===== src/rtl/fwd_hazard_unit.sv =====
// Forwarding-select and load-use hazard controller for the EX stage of a
// 5-stage RV32 pipeline. Shadows the EX/MEM/WB destination state so the
// operand selects line up with whatever instruction is currently in EX.
module fwd_hazard_unit #(
  parameter int REG_ADDR_W  = 5,
  parameter int STALL_CNT_W = 16
) (
  input  logic                   clk,
  input  logic                   resetn,
  input  logic                   id_valid,
  input  logic [REG_ADDR_W-1:0]  id_rs1,
  input  logic [REG_ADDR_W-1:0]  id_rs2,
  input  logic                   id_useRs1,
  input  logic                   id_useRs2,
  input  logic [REG_ADDR_W-1:0]  id_rd,
  input  logic                   id_regWrite,
  input  logic                   id_memRead,
  input  logic                   flush,
  output logic                   pc_en,
  output logic                   ifid_en,
  output logic                   idex_bubble,
  output logic [1:0]             selOp1,
  output logic [1:0]             selOp2,
  output logic [STALL_CNT_W-1:0] stall_count
);

  typedef struct packed {
    logic                  valid;
    logic [REG_ADDR_W-1:0] rd;
    logic                  reg_write;
    logic                  mem_read;
    logic [REG_ADDR_W-1:0] rs1;
    logic [REG_ADDR_W-1:0] rs2;
    logic                  use_rs1;
    logic                  use_rs2;
  } ex_stage_t;

  typedef struct packed {
    logic                  valid;
    logic [REG_ADDR_W-1:0] rd;
    logic                  reg_write;
  } back_stage_t;

  localparam logic [1:0] SEL_REG = 2'b00;
  localparam logic [1:0] SEL_WB  = 2'b01;
  localparam logic [1:0] SEL_MEM = 2'b10;

  ex_stage_t              ex_q, ex_d;
  back_stage_t            mem_q, mem_d;
  back_stage_t            wb_q, wb_d;
  logic [STALL_CNT_W-1:0] cnt_q, cnt_d;

  logic hazard;
  logic stall;

  // A producer can feed a consumer only if it really writes a non-zero register.
  function automatic logic produces(input back_stage_t st, input logic [REG_ADDR_W-1:0] src);
    return st.valid & st.reg_write & (st.rd != '0) & (st.rd == src);
  endfunction

  // MEM is checked first so the youngest producer wins over WB.
  function automatic logic [1:0] fwd_sel(input logic use_rs, input logic [REG_ADDR_W-1:0] src,
                                         input back_stage_t mem_st, input back_stage_t wb_st);
    logic [1:0] sel;
    sel = SEL_REG;
    if (use_rs) begin
      if (produces(mem_st, src)) begin
        sel = SEL_MEM;
      end else if (produces(wb_st, src)) begin
        sel = SEL_WB;
      end
    end
    return sel;
  endfunction

  // Load-use detection, front-end enables and EX operand selects.
  always_comb begin
    hazard = ex_q.valid & ex_q.mem_read & ex_q.reg_write & (ex_q.rd != '0) & id_valid &
             ((id_useRs1 & (id_rs1 == ex_q.rd)) | (id_useRs2 & (id_rs2 == ex_q.rd)));
    stall       = hazard & ~flush;
    pc_en       = ~stall;
    ifid_en     = ~stall;
    idex_bubble = stall | flush;
    selOp1      = fwd_sel(ex_q.valid & ex_q.use_rs1, ex_q.rs1, mem_q, wb_q);
    selOp2      = fwd_sel(ex_q.valid & ex_q.use_rs2, ex_q.rs2, mem_q, wb_q);
    stall_count = cnt_q;
  end

  // Next shadow-pipeline contents; the back end always advances.
  always_comb begin
    ex_d.valid     = id_valid & ~stall & ~flush;
    ex_d.rd        = id_rd;
    ex_d.reg_write = id_regWrite;
    ex_d.mem_read  = id_memRead;
    ex_d.rs1       = id_rs1;
    ex_d.rs2       = id_rs2;
    ex_d.use_rs1   = id_useRs1;
    ex_d.use_rs2   = id_useRs2;
    mem_d.valid     = ex_q.valid;
    mem_d.rd        = ex_q.rd;
    mem_d.reg_write = ex_q.reg_write;
    wb_d = mem_q;
    cnt_d = cnt_q;
    if (stall && (cnt_q != {STALL_CNT_W{1'b1}})) begin
      cnt_d = cnt_q + STALL_CNT_W'(1);
    end
  end

  // Shadow stage registers and saturating stall counter, cleared on reset.
  always_ff @(posedge clk) begin
    if (!resetn) begin
      ex_q  <= '0;
      mem_q <= '0;
      wb_q  <= '0;
      cnt_q <= '0;
    end else begin
      ex_q  <= ex_d;
      mem_q <= mem_d;
      wb_q  <= wb_d;
      cnt_q <= cnt_d;
    end
  end

endmodule

===== config.mk =====
export PLATFORM = sky130hd
export DESIGN_NAME = fwd_hazard_unit
export DESIGN_NICKNAME = d
export VERILOG_FILES = /design/src/rtl/fwd_hazard_unit.sv
export SDC_FILE = /design/constraint.sdc
export NUM_CORES = 1
export LEC_CHECK = 0
export CORE_MARGIN = 2
export CORE_UTILIZATION = 41
export DETAILED_ROUTE_END_ITERATION = 10
export PLACE_DENSITY = 0.65
export REMOVE_ABC_BUFFERS = 1
export SETUP_SLACK_MARGIN = 0.05
export SLEW_MARGIN = 20
export SYNTH_ARGS = -nofsm -noshare
export SYNTH_HDL_FRONTEND = slang
export SYNTH_SLANG_ARGS = --single-unit

===== constraint.sdc =====
create_clock -name clk -period 4.7 [get_ports clk]
set_clock_uncertainty 0.1 [all_clocks]
set_input_delay 0.47 -clock clk [delete_from_list [all_inputs] [get_ports clk]]
set_output_delay 0.47 -clock clk [all_outputs]
set_load 0.05 [all_outputs]

======== Word level (Yosys, flattened, before mapping) ========
Index checks and enable logic that the tools add are counted.
storage, ports and cells
  flip-flop bits (word level) ............. 50
  bits in latches ......................... 0
  RAM bits ................................ 0
  memory bits (read-only) ................. 0
  input port bits ......................... 23
  output and inout bits ................... 23
  logic and storage cells ................. 57
  memories ................................ 0
cells by class
  add/sub/neg operators ................... 1
  $mul .................................... 0
  divide/modulo/power cells ............... 0
  magnitude comparators ................... 0
  equal/unequal tests ..................... 7
  shift operators ......................... 0
  mux-type cells .......................... 6
  bitwise gates (word level) .............. 24
  reductions and logical operators ........ 4
operators with widths
  cell                                           count
  equality test 5 bit                            6
  bitwise AND 1 bit                              20
  adder 16 x 1 -> 16 bit, second input constant  1
  inequality test 16 bit, second input constant  1
  nonzero test 5 bit                             3
  two-way mux 2 bit                              4
  two-way mux 1 bit                              2
  NOT 1 bit                                      2
  bitwise OR 1 bit                               2
  logical AND 1 bit                              1

======== Longest topological paths before layout ========
  depth after elaboration ................. 9
  gate-level depth with buffers ........... 9
  mapped depth without buffers ............ 7

======== Worst setup path after synthesis ========
OpenSTA, ideal clock, no wires.
  path type ............................... flip-flop to output port
  start point ............................. reg mem_q[2] (netlist bit)
  end point ............................... out selOp2[0]
  data arrival time ....................... 2.213 ns
  required time ........................... 4.130 ns
  slack ................................... 1.917 ns
  stages on the path, launching flop included .. 5
  path buffers ............................ 0
  path through ............................ dfxtp_1 -> or4_1 -> o211ai_1 -> nor4_1 -> nor3_1
on the way
  word-level cells in the longest chain between the ends .. 5
  elaborated cells on any way between the ends .. 6
  those cells by class .................... eq/ne: 1; mux: 2; bitwise: 2; reduce/logical: 1
ends and longest elaborated chain
  what                    line  text
  start, declared         49    back_stage_t mem_q, mem_d;
  start signal, assigned  118   mem_q <= mem_d;
  nonzero test 5 bit      58    return st.valid & st.reg_write & (st.rd != '0) & (st.rd == src);
  bitwise AND 1 bit       58
  bitwise AND 1 bit (*)   58
  two-way mux 2 bit (*)   67    if (produces(mem_st, src)) begin
  two-way mux 2 bit (*)   66    if (use_rs) begin
  end, declared           23    output logic [1:0] selOp2,
Mark *: on every way between the ends. The rest lies on a longest branch, timed or not.

======== Worst setup path in the final report ========
Same ends and word-level chain as after synthesis.

==> impl_metrics.env <==
export IMPL_status="complete, no violations"
export IMPL_hp_class="flip-flop to flip-flop"
export IMPL_synth_warnings=0
export IMPL_synth_ff_type="dfxtp_1"
export IMPL_power_internal_mw=0.635
export IMPL_worstSetupEndpointType="output pin"
export IMPL_final_setup_viol_count=0
export IMPL_yosysMostFrequentCell="dfxtp_1"
export IMPL_post_cts_setup_buffers=0
export IMPL_dieArea_mm2=0.00582
export IMPL_drv_cap=0
export IMPL_grt_max_degree=39
export IMPL_holdBufCountCts=0
export IMPL_die_h_um=76.3
export IMPL_viasPerCell=4.90
export IMPL_cp_max_fo=4
export IMPL_cp_num_buf_inv=1
export IMPL_setup_slack_ps=1520
export IMPL_clock_root_buffer="clkbuf_8"
export IMPL_drt_pass1_iter_count=4
export IMPL_dpl_cell_area_mm2=0.00264
export IMPL_drive_gt1_frac=0.0478
export IMPL_htreeDepth=2
export IMPL_seqPwrFrac=0.549
export IMPL_synth_edf_count=0
export IMPL_worst_pin_slew_ps=506
export IMPL_core_mm2=0.00507
export IMPL_clk_path_buf_depth=2
export IMPL_avgSynthCellArea_um2=9.48
export IMPL_crit_family="simple AND/OR/NAND/NOR gates"
export IMPL_drt_iter0_drc=46
export IMPL_portBuffers=45
export IMPL_required_ps=4130
export IMPL_design_area_mm2=0.00276
export IMPL_synthTopCellsByArea="dfxtp_1 47%, and2_1 11%, xnor2_1 8.2%"
export IMPL_max_vdd_ir_drop_uv=179
export IMPL_start_kind="flip-flop"
export IMPL_path_cells="or4_1 -> o211ai_1 -> nor4_1 -> nor3_1 -> clkdlybuf4s50_1"
export IMPL_clk_pin_slew_ps=90
export IMPL_ant_nets=0
export IMPL_max_freq_mhz=315
export IMPL_grt_pass1_vias=1616
export IMPL_leakage_nw=0.998
export IMPL_fp_row_count=26
export IMPL_max_stage_delay_ps=830
export IMPL_syn_area_mm2=0.00214
export IMPL_grt_pass1_wl_mm=7.71
export IMPL_comb_power_share=0.081
export IMPL_rsz0062_at_grt="no"
export IMPL_routed_wl_mm=4.59
export IMPL_gr_total_overflow=0
export IMPL_dp_slack_ps=1600
export IMPL_antenna_found_initial=0
export IMPL_clockPowerShare=0.370
export IMPL_start_util=0.422
export IMPL_crit_type="flip-flop to output pin"
export IMPL_num_io_pins=46
export IMPL_place_congestion=0.813
export IMPL_hold_ws_ps=375
export IMPL_powerDensity_mw_per_mm2=297
export IMPL_num_vias=1675
export IMPL_fin_tns_setup_ps=0
export IMPL_numCtsBuffers=5
export IMPL_final_util=0.543
export IMPL_maxSlewHeadroom=0.662
export IMPL_stdcell_count=342
export IMPL_syn2layout_area_growth_pct=28.7
export IMPL_total_power_mw=0.818
export IMPL_drc=0
export IMPL_finalMaxSlewViolations=0
export IMPL_period_share=0.676
export IMPL_netlist_top_cells_count="50 x dfxtp_1, 36 x and2_1, 20 x xnor2_1"
export IMPL_insertedDiodeCount=0
export IMPL_yosysSeqAreaShare=0.467
export IMPL_switchingPower_mw=0.183
export IMPL_layout_nets=295
export IMPL_post_synth_top_area_cell="dfxtp_1"
export IMPL_ys_async_sr_fraction=0
export IMPL_gr_usage_all_layers=0.164
export IMPL_cts_tree="built"
export IMPL_synth_cell_types=31
export IMPL_syn_inst=226
export IMPL_dp_cells=334
export IMPL_hold_viol_final=0
export IMPL_wl_per_cell_um=13.4
export IMPL_worstPathArrival_ps=2610
export IMPL_postCtsResizedCells=0
export IMPL_die_w_um=76.3
export IMPL_fin_crit_ps=3180
export IMPL_slowest_stage="clkdlybuf4s50_1"
export IMPL_ys_ff_latch=50
export IMPL_clkSinkCount=50
export IMPL_hpwl_mm=3.34
export IMPL_p_sw_frac=0.224
export IMPL_synth_top_cell_area_share=0.467
export IMPL_clock_latency_ps=300
[registers in the layout, summed over array words and instances, names as in the netlist]
| signal | flops |
|---|---|
| ex_q | 20 |
| stall_count | 16 |
| mem_q | 7 |
| wb_q | 7 |
[metal layers]
metal / GRT usage / wire, µm
met4: 0.0673 / 69
met5: 0 / 0
met2: 0.262 / 2040
met1: 0.221 / 2330
met3: 0.0284 / 151
[cells by family after synthesis]
group / Yosys count / share of synthesized area
AOI/OAI and AO/OA: 27 / 0.0788
and+or+nand+nor: 104 / 0.281
buffers and inverters: 9 / 0.0228
adders and majority gates: 1 / 0.00584
xor gates and xnor gates: 33 / 0.135
muxes: 2 / 0.00934
DFF: 50 / 0.467
[worst paths after layout]
kind,start,endpoint,slack [ps],cells past startpoint
max,mem_q[2]$_SDFF_PN0_,selOp2[0],1520,5
min,ex_q[13]$_SDFF_PN0_,mem_q[0]$_SDFF_PN0_,380,1
max reg2reg,ex_q[17]$_SDFF_PN0_,stall_count[5]$_SDFFE_PN0P_,2420,6
min reg2reg,ex_q[13]$_SDFF_PN0_,mem_q[0]$_SDFF_PN0_,380,1
[worst reg2reg max path, cell delays in order (launching register included)]
cell and delay [ps]:
dfxtp_1 420, xnor2_1 150, nand4_1 160, o22ai_4 280, nand3_2 380, or4_1 580, a21oi_1 150
[placed cells by master, fill, tap and decap left out, types with 4 or more instances in the layout]
master,Yosys,layout
o21ai_1,8,8
nor4_1,4,4
xnor2_1,20,20
xor2_1,13,13
dfxtp_1,50,50
or4_1,4,4
nand4_1,9,9
nor2_1,9,9
a21oi_1,11,11
or3_1,8,8
clkdlybuf4s50_1,0,45
nand3_1,10,10
and2_1,36,36
nor3_1,4,4
nand2_1,12,12
clkbuf_8,0,5
[area by class of cell]
cell class / count / area, µm²
tap: 70 / 87.6
fill: 489 / 2320
multi-input combinational: 167 / 1090
clock inverter: 3 / 45.0
sequential: 50 / 1000
inverter: 1 / 3.75
timing repair buffer: 46 / 458
clock buffer: 5 / 68.8
[power groups by stage]
stage	sequential [mW]	clock, mW	combinational [mW]
floorplan	0.455	0	0.0360
global placement	0.460	0	0.0660
finish	0.449	0.302	0.0663
global route	0.451	0.324	0.0737
detailed placement	0.460	0	0.0669
CTS	0.450	0.308	0.0670
Power figures use the tool's default switching activity.
